## src/rtl/toggle_decoder_pkg.sv

```systemverilog
// Shared definitions for the toggle-link receiver.
// Holds default parameter values and the queued event record layout
// {level after toggle, gap in clk edges since previous accepted toggle}.
package toggle_decoder_pkg;
  localparam int DEF_SYNC_STAGES   = 2;
  localparam int DEF_FILTER_CYCLES = 3;
  localparam int DEF_CNT_W         = 8;
  localparam int DEF_TS_W          = 8;
  localparam int DEF_FIFO_DEPTH    = 4;

  typedef struct packed {
    logic                level;
    logic [DEF_TS_W-1:0] gap;
  } ev_rec_t;
endpackage

```

## src/rtl/toggle_decoder_if.sv

```systemverilog
// Signal bundle between a toggle_decoder and its environment.
//   t_in/clr_cnt/ev_ready       : driven by the environment (master)
//   toggle_pulse/level/count    : status from the decoder (slave)
//   ev_valid/ev_level/ev_gap    : event queue head, popped on ev_valid&&ev_ready
//   overflow                    : sticky queue-drop flag
interface toggle_decoder_if
  import toggle_decoder_pkg::*;
#(
  parameter int CNT_W = DEF_CNT_W,
  parameter int TS_W  = DEF_TS_W
);
  logic             t_in;
  logic             clr_cnt;
  logic             toggle_pulse;
  logic             level;
  logic [CNT_W-1:0] toggle_count;
  logic             ev_valid;
  logic             ev_ready;
  logic             ev_level;
  logic [TS_W-1:0]  ev_gap;
  logic             overflow;

  modport master (
    output t_in, clr_cnt, ev_ready,
    input  toggle_pulse, level, toggle_count, ev_valid, ev_level, ev_gap, overflow
  );

  modport slave (
    input  t_in, clr_cnt, ev_ready,
    output toggle_pulse, level, toggle_count, ev_valid, ev_level, ev_gap, overflow
  );
endinterface

```

## src/rtl/toggle_decoder_sync_fifo.sv

```systemverilog
// Small synchronous FIFO for event records.
//   clk_i, rst_ni : clock, async active-low reset (pointers only)
//   push_i/data_i : write request; ignored when full unless a pop happens too
//   pop_i         : consumer ready; pops only when not empty
//   data_o        : head record, forced to 0 while empty
//   full_o/empty_o: occupancy flags
module toggle_decoder_sync_fifo
  import toggle_decoder_pkg::*;
#(
  parameter int W     = DEF_TS_W + 1,
  parameter int DEPTH = DEF_FIFO_DEPTH
) (
  input  logic         clk_i,
  input  logic         rst_ni,
  input  logic         push_i,
  input  logic [W-1:0] data_i,
  input  logic         pop_i,
  output logic [W-1:0] data_o,
  output logic         full_o,
  output logic         empty_o
);
  localparam int AW = $clog2(DEPTH);

  logic [W-1:0] mem_q [DEPTH];
  logic [AW:0]  wp_q, wp_d, rp_q, rp_d;
  logic         do_push, do_pop;

  // Extra pointer bit distinguishes full from empty when the indices match.
  assign empty_o = (wp_q == rp_q);
  assign full_o  = (wp_q[AW] != rp_q[AW]) && (wp_q[AW-1:0] == rp_q[AW-1:0]);
  assign do_pop  = pop_i && !empty_o;
  // A pop in the same cycle frees the slot, so a full queue can still accept.
  assign do_push = push_i && (!full_o || do_pop);
  assign data_o  = empty_o ? '0 : mem_q[rp_q[AW-1:0]];

  always_comb begin
    wp_d = wp_q;
    rp_d = rp_q;
    if (do_push) wp_d = wp_q + 1'b1;
    if (do_pop)  rp_d = rp_q + 1'b1;
  end

  always_ff @(posedge clk_i or negedge rst_ni) begin
    if (!rst_ni) begin
      wp_q <= '0;
      rp_q <= '0;
    end else begin
      wp_q <= wp_d;
      rp_q <= rp_d;
    end
  end

  always_ff @(posedge clk_i) begin
    if (do_push) mem_q[wp_q[AW-1:0]] <= data_i;
  end
endmodule

```

## src/rtl/toggle_decoder.sv

```systemverilog
// Receiver for a toggle-signalled event link.
//   clk, reset : clock, async active-low reset
//   bus        : toggle_decoder_if.slave (t_in, clr_cnt, ev_ready in;
//                toggle_pulse, level, toggle_count, ev_* and overflow out)
// t_in is synchronised, glitch-filtered, and each accepted level change
// produces a one-cycle pulse, a count increment and a queued {level, gap}.
module toggle_decoder
  import toggle_decoder_pkg::*;
#(
  parameter int SYNC_STAGES   = DEF_SYNC_STAGES,
  parameter int FILTER_CYCLES = DEF_FILTER_CYCLES,
  parameter int CNT_W         = DEF_CNT_W,
  parameter int TS_W          = DEF_TS_W,
  parameter int FIFO_DEPTH    = DEF_FIFO_DEPTH
) (
  input  logic              clk,
  input  logic              reset,
  toggle_decoder_if.slave   bus
);
  localparam int FW = (FILTER_CYCLES > 1) ? $clog2(FILTER_CYCLES) : 1;
  localparam int RW = TS_W + 1;

  logic [SYNC_STAGES-1:0] sync_q;
  logic                   s;
  logic                   level_q, level_d;
  logic [FW-1:0]          fcnt_q, fcnt_d;
  logic                   pulse_q;
  logic [CNT_W-1:0]       cnt_q, cnt_d;
  logic [TS_W-1:0]        gcnt_q, gcnt_d, gsat, gap_rec;
  logic                   seen_q;
  logic                   ovf_q, ovf_d;
  logic                   accept, pop, drop;
  logic                   full, empty;
  logic [RW-1:0]          head;

  assign s = sync_q[SYNC_STAGES-1];

  always_comb begin
    accept  = 1'b0;
    level_d = level_q;
    fcnt_d  = '0;
    // Persistence counter only runs while the synchronised level disagrees.
    if (s != level_q) begin
      if (fcnt_q == FW'(FILTER_CYCLES - 1)) begin
        accept  = 1'b1;
        level_d = s;
      end else begin
        fcnt_d = fcnt_q + FW'(1);
      end
    end

    gsat    = (gcnt_q == '1) ? gcnt_q : gcnt_q + TS_W'(1);
    // No previous event after reset, so the first gap is reported as 0.
    gap_rec = seen_q ? gsat : '0;
    gcnt_d  = accept ? '0 : gsat;

    pop  = !empty && bus.ev_ready;
    drop = accept && full && !pop;

    cnt_d = cnt_q;
    if (bus.clr_cnt)  cnt_d = accept ? CNT_W'(1) : '0;
    else if (accept)  cnt_d = cnt_q + CNT_W'(1);

    ovf_d = ovf_q;
    if (drop)             ovf_d = 1'b1;
    else if (bus.clr_cnt) ovf_d = 1'b0;
  end

  always_ff @(posedge clk or negedge reset) begin
    if (!reset) begin
      sync_q  <= '0;
      level_q <= 1'b0;
      fcnt_q  <= '0;
      pulse_q <= 1'b0;
      cnt_q   <= '0;
      gcnt_q  <= '0;
      seen_q  <= 1'b0;
      ovf_q   <= 1'b0;
    end else begin
      sync_q  <= {sync_q[SYNC_STAGES-2:0], bus.t_in};
      level_q <= level_d;
      fcnt_q  <= fcnt_d;
      pulse_q <= accept;
      cnt_q   <= cnt_d;
      gcnt_q  <= gcnt_d;
      if (accept) seen_q <= 1'b1;
      ovf_q   <= ovf_d;
    end
  end

  toggle_decoder_sync_fifo #(
    .W     (RW),
    .DEPTH (FIFO_DEPTH)
  ) u_fifo (
    .clk_i   (clk),
    .rst_ni  (reset),
    .push_i  (accept),
    .data_i  ({s, gap_rec}),
    .pop_i   (bus.ev_ready),
    .data_o  (head),
    .full_o  (full),
    .empty_o (empty)
  );

  assign bus.toggle_pulse = pulse_q;
  assign bus.level        = level_q;
  assign bus.toggle_count = cnt_q;
  assign bus.overflow     = ovf_q;
  assign bus.ev_valid     = !empty;
  assign bus.ev_level     = head[RW-1];
  assign bus.ev_gap       = head[TS_W-1:0];
endmodule

```

## src/flat_wrapper.sv

```systemverilog
// flat-port wrapper written by rule: the top's interface ports become plain ports
module toggle_decoder_flat import toggle_decoder_pkg::*;
#(
  parameter int SYNC_STAGES   = DEF_SYNC_STAGES,
  parameter int FILTER_CYCLES = DEF_FILTER_CYCLES,
  parameter int CNT_W         = DEF_CNT_W,
  parameter int TS_W          = DEF_TS_W,
  parameter int FIFO_DEPTH    = DEF_FIFO_DEPTH
)
  (clk, reset, bus_t_in, bus_clr_cnt, bus_ev_ready, bus_toggle_pulse, bus_level, bus_toggle_count, bus_ev_valid, bus_ev_level, bus_ev_gap, bus_overflow);
  toggle_decoder_if #(.CNT_W(CNT_W), .TS_W(TS_W)) bus_i ();
  input  logic clk;
  input  logic reset;
  input wire logic [$bits(bus_i.t_in)-1:0] bus_t_in;
  input wire logic [$bits(bus_i.clr_cnt)-1:0] bus_clr_cnt;
  input wire logic [$bits(bus_i.ev_ready)-1:0] bus_ev_ready;
  output wire logic [$bits(bus_i.toggle_pulse)-1:0] bus_toggle_pulse;
  output wire logic [$bits(bus_i.level)-1:0] bus_level;
  output wire logic [$bits(bus_i.toggle_count)-1:0] bus_toggle_count;
  output wire logic [$bits(bus_i.ev_valid)-1:0] bus_ev_valid;
  output wire logic [$bits(bus_i.ev_level)-1:0] bus_ev_level;
  output wire logic [$bits(bus_i.ev_gap)-1:0] bus_ev_gap;
  output wire logic [$bits(bus_i.overflow)-1:0] bus_overflow;
  assign bus_i.t_in = bus_t_in;
  assign bus_i.clr_cnt = bus_clr_cnt;
  assign bus_i.ev_ready = bus_ev_ready;
  assign bus_toggle_pulse = bus_i.toggle_pulse;
  assign bus_level = bus_i.level;
  assign bus_toggle_count = bus_i.toggle_count;
  assign bus_ev_valid = bus_i.ev_valid;
  assign bus_ev_level = bus_i.ev_level;
  assign bus_ev_gap = bus_i.ev_gap;
  assign bus_overflow = bus_i.overflow;
  toggle_decoder #(.SYNC_STAGES(SYNC_STAGES), .FILTER_CYCLES(FILTER_CYCLES), .CNT_W(CNT_W), .TS_W(TS_W), .FIFO_DEPTH(FIFO_DEPTH)) u_core (.clk(clk), .reset(reset), .bus(bus_i));
endmodule
```

## config.mk

```make
export PLATFORM = sky130hd
export DESIGN_NAME = toggle_decoder_flat
export DESIGN_NICKNAME = d
export VERILOG_FILES = /design/src/rtl/toggle_decoder_pkg.sv /design/src/rtl/toggle_decoder_if.sv /design/src/rtl/toggle_decoder_sync_fifo.sv /design/src/rtl/toggle_decoder.sv /design/src/flat_wrapper.sv
export SDC_FILE = /design/constraint.sdc
export NUM_CORES = 1
export LEC_CHECK = 0
export ABC_CLOCK_PERIOD_IN_PS = 2100
export CAP_MARGIN = 40
export CORE_MARGIN = 3
export CORE_UTILIZATION = 40
export DETAILED_ROUTE_END_ITERATION = 6
export DONT_BUFFER_PORTS = 1
export GPL_ROUTABILITY_DRIVEN = 0
export SKIP_LAST_GASP = 1
export SYNTH_ARGS = -nofsm -noshare
export SYNTH_HDL_FRONTEND = slang
export SYNTH_SLANG_ARGS = --single-unit
```

## constraint.sdc

```tcl
create_clock -name clk -period 2.1 [get_ports clk]
set_clock_uncertainty 0.1 [all_clocks]
set_input_delay 0.21 -clock clk [delete_from_list [all_inputs] [get_ports clk]]
set_output_delay 0.21 -clock clk [all_outputs]
set_load 0.02 [all_outputs]
```

==> impl_summary.log <==
INFO  metric run_status = completed
INFO  metric number_of_synthesized_flops_with_an_enable_pin = 36
INFO  metric grt_antenna_before_repair = 0
INFO  metric globalRouteOverflowTotal = 0
INFO  metric mappedNetlistNets = 206
INFO  metric comb_power_share = 0.345
INFO  metric postCtsSetupBuffers = 0
INFO  metric setup.worst_path.class = register to primary output
INFO  metric starting_drc_count_in_detailed_routing = 102
INFO  metric tritoncts = built
INFO  metric crit_path_max_fanout = 11
INFO  metric max_freq = 496 MHz
INFO  metric share_of_post_route_cells_with_drive_strength_above_1 = 0.197
INFO  metric insertion_delay = 0.33 ns
INFO  metric io_buffer_count = 0
INFO  metric finalCritPeriodShare = 0.959
INFO  metric hold_path_class = primary input to register
INFO  metric grt_pass1_vias = 1591
INFO  metric ys_async_sr_fraction = 0.455
INFO  metric post-synth-top-area-fraction = 0.381
INFO  metric worst_slew_pin_slew = 0.568 ns
INFO  metric die_y = 90.2 um
INFO  metric timing.max_slew.rel_slack = 0.621
INFO  metric final-hold-violation-count = 0
INFO  metric most_used_cells_in_the_layout_excluding_fill_and_tap_cells = sky130_fd_sc_hd__edfxtp_1, sky130_fd_sc_hd__dfrtp_1, sky130_fd_sc_hd__nor2_1, sky130_fd_sc_hd__and2_1, sky130_fd_sc_hd__xnor2_1
INFO  metric tns = 0 ns
INFO  metric drcViolationCount = 0
INFO  metric firstDrtPassIters = 4
INFO  metric final_net_count = 225
INFO  metric std_cell_rows = 30
INFO  metric setup_viol = 0
INFO  metric critPathArrivalTime = 1.70 ns
INFO  metric globalRouteTotalUtil = 0.133
INFO  metric detailroute.via_count = 1530
INFO  metric diodes = 0
INFO  metric drtAntennaViolNets = 0
INFO  metric ctsHtreeMaxLevel = 3
INFO  metric power.total = 4.74 mW
INFO  metric power.density_cell_area = 1440 mW/mm^2
INFO  metric slew_viol_final = 0
INFO  metric post_synth_inst_count = 194
INFO  metric routed_wl = 4820 um
INFO  metric rsz0062_at_grt = false
INFO  metric design.core.area = 0.00683 sq mm
INFO  metric pwr-share-clk = 0.240
INFO  metric layout_min_cycle_time = 2.01 ns
INFO  metric die_width = 90.2 um
INFO  metric post_synth_num_cell_types = 37
INFO  metric cp_slowest_stage_delay = 0.52 ns
INFO  metric initial_utilization = 0.415
INFO  metric io_pins = 26
INFO  metric via_to_cell_ratio = 4.87
INFO  metric synthTopCellsByArea = sky130_fd_sc_hd__edfxtp_1, sky130_fd_sc_hd__dfrtp_1, sky130_fd_sc_hd__mux4_2
INFO  metric yosys_register_bits = 66
INFO  metric share_seq_of_total_power = 0.415
INFO  metric yosys_warnings = 0
INFO  metric timing.critical_path.buf_inv = 1
INFO  metric cts_buffers = 9
INFO  metric r2r_setup_slack = 0.16 ns
INFO  metric critPathLaunchType = register
INFO  metric cts_buffer_depth = 2
INFO  metric timing.max_cap.violations = 0
INFO  metric post_synth_instance_area = 0.00283 sq mm
INFO  metric critPathTopFamily = multiplexers
INFO  metric wire_length_of_the_first_global_routing_pass = 8340 um
INFO  metric layout_commonest_cell = sky130_fd_sc_hd__edfxtp_1
INFO  metric synth-seq-area-share = 0.646
INFO  metric power.share.switching = 0.353
INFO  metric endpoint_kind = primary output
INFO  metric area_growth = 15.9%
INFO  metric crit_path_top_delay_cell = sky130_fd_sc_hd__mux4_2
INFO  metric synth_ff_type = sky130_fd_sc_hd__edfxtp_1
INFO  metric static-leakage-power = 1.24 nW
INFO  metric grt_max_degree = 31
INFO  metric netlist.top_cell.by_area = sky130_fd_sc_hd__edfxtp_1
INFO  metric crit_required = 1.79 ns
INFO  metric power_report.internal_total = 3.07 mW
INFO  metric post_synth.cell_area_avg = 14.6 sq um
INFO  metric netSwitchingPower = 1.68 mW
INFO  metric detail_route.wl_per_cell = 15.4 um
INFO  metric critical_path.cell_chain = buf_6 > mux4_2 > and2_1
INFO  metric dp_hpwl = 3270 um
INFO  metric die_area = 0.00813 sq mm
INFO  metric cts_num_sinks = 66
INFO  metric ctsRootBufferMaster = sky130_fd_sc_hd__clkbuf_8
INFO  metric cts.reportedPaths.clkPinSlew = 0.07 ns
INFO  metric vdd_drop_max = 451 uV
==> through the flow <==
step / utilization / hold slack (ns) / worst slack [ns] / instances / instance area [sq um]
after floorplan: - / -0.186 / 0.207 / 194 / 2830
after global placement: 0.438 / -0.185 / 0.239 / 293 / 2990
after detailed placement: 0.438 / -0.185 / 0.159 / 293 / 2990
after CTS: 0.479 / 0.0147 / 0.00132 / 314 / 3270
after global routing: 0.481 / 0.0344 / 0.00657 / 314 / 3290
final: 0.481 / 0.0160 / 0.0852 / 314 / 3290
==> area by class of cell <==
cell class,instances,area (sq um)
inverter,6,22.5
tap,96,120
fill,607,3550
multi-input combinational,117,971
timing repair buffer,13,124
sequential,66,1830
clock inverter,7,92.6
clock buffer,9,124
==> final timing paths <==
kind | from | endpoint | cells past startpoint
max | u_core.u_fifo.rp_q[0] | bus_ev_gap[7] | 3
min | bus_clr_cnt | u_core.bus.overflow | 2
max reg2reg | u_core.u_fifo.wp_q[1] | u_core.u_fifo.mem_q[1][0] | 4
min reg2reg | u_core.sync_q[0] | u_core.sync_q[1] | 0
max in group asynchronous | reset | u_core.gcnt_q[7] | 2
min in group asynchronous | reset | u_core.bus.toggle_count[2] | 2
==> synthesized netlist by cell type (4+ instances only) <==
library cell and number:
sky130_fd_sc_hd__inv_1 6, sky130_fd_sc_hd__xnor2_1 13, sky130_fd_sc_hd__mux4_2 9, sky130_fd_sc_hd__mux2i_1 4, sky130_fd_sc_hd__nor2_1 20, sky130_fd_sc_hd__edfxtp_1 36
sky130_fd_sc_hd__nand3_1 9, sky130_fd_sc_hd__dfrtp_1 30, sky130_fd_sc_hd__nor3_1 5, sky130_fd_sc_hd__and2_1 13, sky130_fd_sc_hd__ha_1 7
==> power by group through the flow <==
stage | Combinational, mW | Clock, mW | Sequential, mW
after floorplan | 1.26 | 0 | 1.95
after global placement | 1.60 | 0 | 1.98
after detailed placement | 1.62 | 0 | 1.98
after CTS | 1.65 | 1.17 | 1.96
after global routing | 1.83 | 1.24 | 2.00
final | 1.64 | 1.14 | 1.97
==> cell families after synthesis <==
kind of cell	synth area share
simple gates	0.125
mux	0.0989
fa+ha+maj	0.0309
xor+xnor	0.0490
buf+inv	0.0155
flops	0.646
compound gates	0.0340
==> layer usage <==
layer | track usage | wire length [um]
met2 | 0.192 | 2140
met5 | 0 | 0
met1 | 0.184 | 2400
met3 | 0.0444 | 215
met4 | 0.0536 | 69
==> timing repair <==
item	CTS	global route
setup endpoints to repair	0	13
hold buffers	5	0
resized for setup	0	3
hold endpoints to repair	41	0
==> sequential cells by signal, indices dropped and copies added (netlist names) <==
signal	cells
u_core.u_fifo.mem_q	36
u_core.bus.toggle_count	8
u_core.gcnt_q	8
u_core.u_fifo.rp_q	3
u_core.u_fifo.wp_q	3
u_core.fcnt_q	2
u_core.sync_q	2
u_core.bus.level	1
u_core.bus.overflow	1
u_core.bus.toggle_pulse	1
u_core.seen_q	1
(Power assumes the default switching activity.)
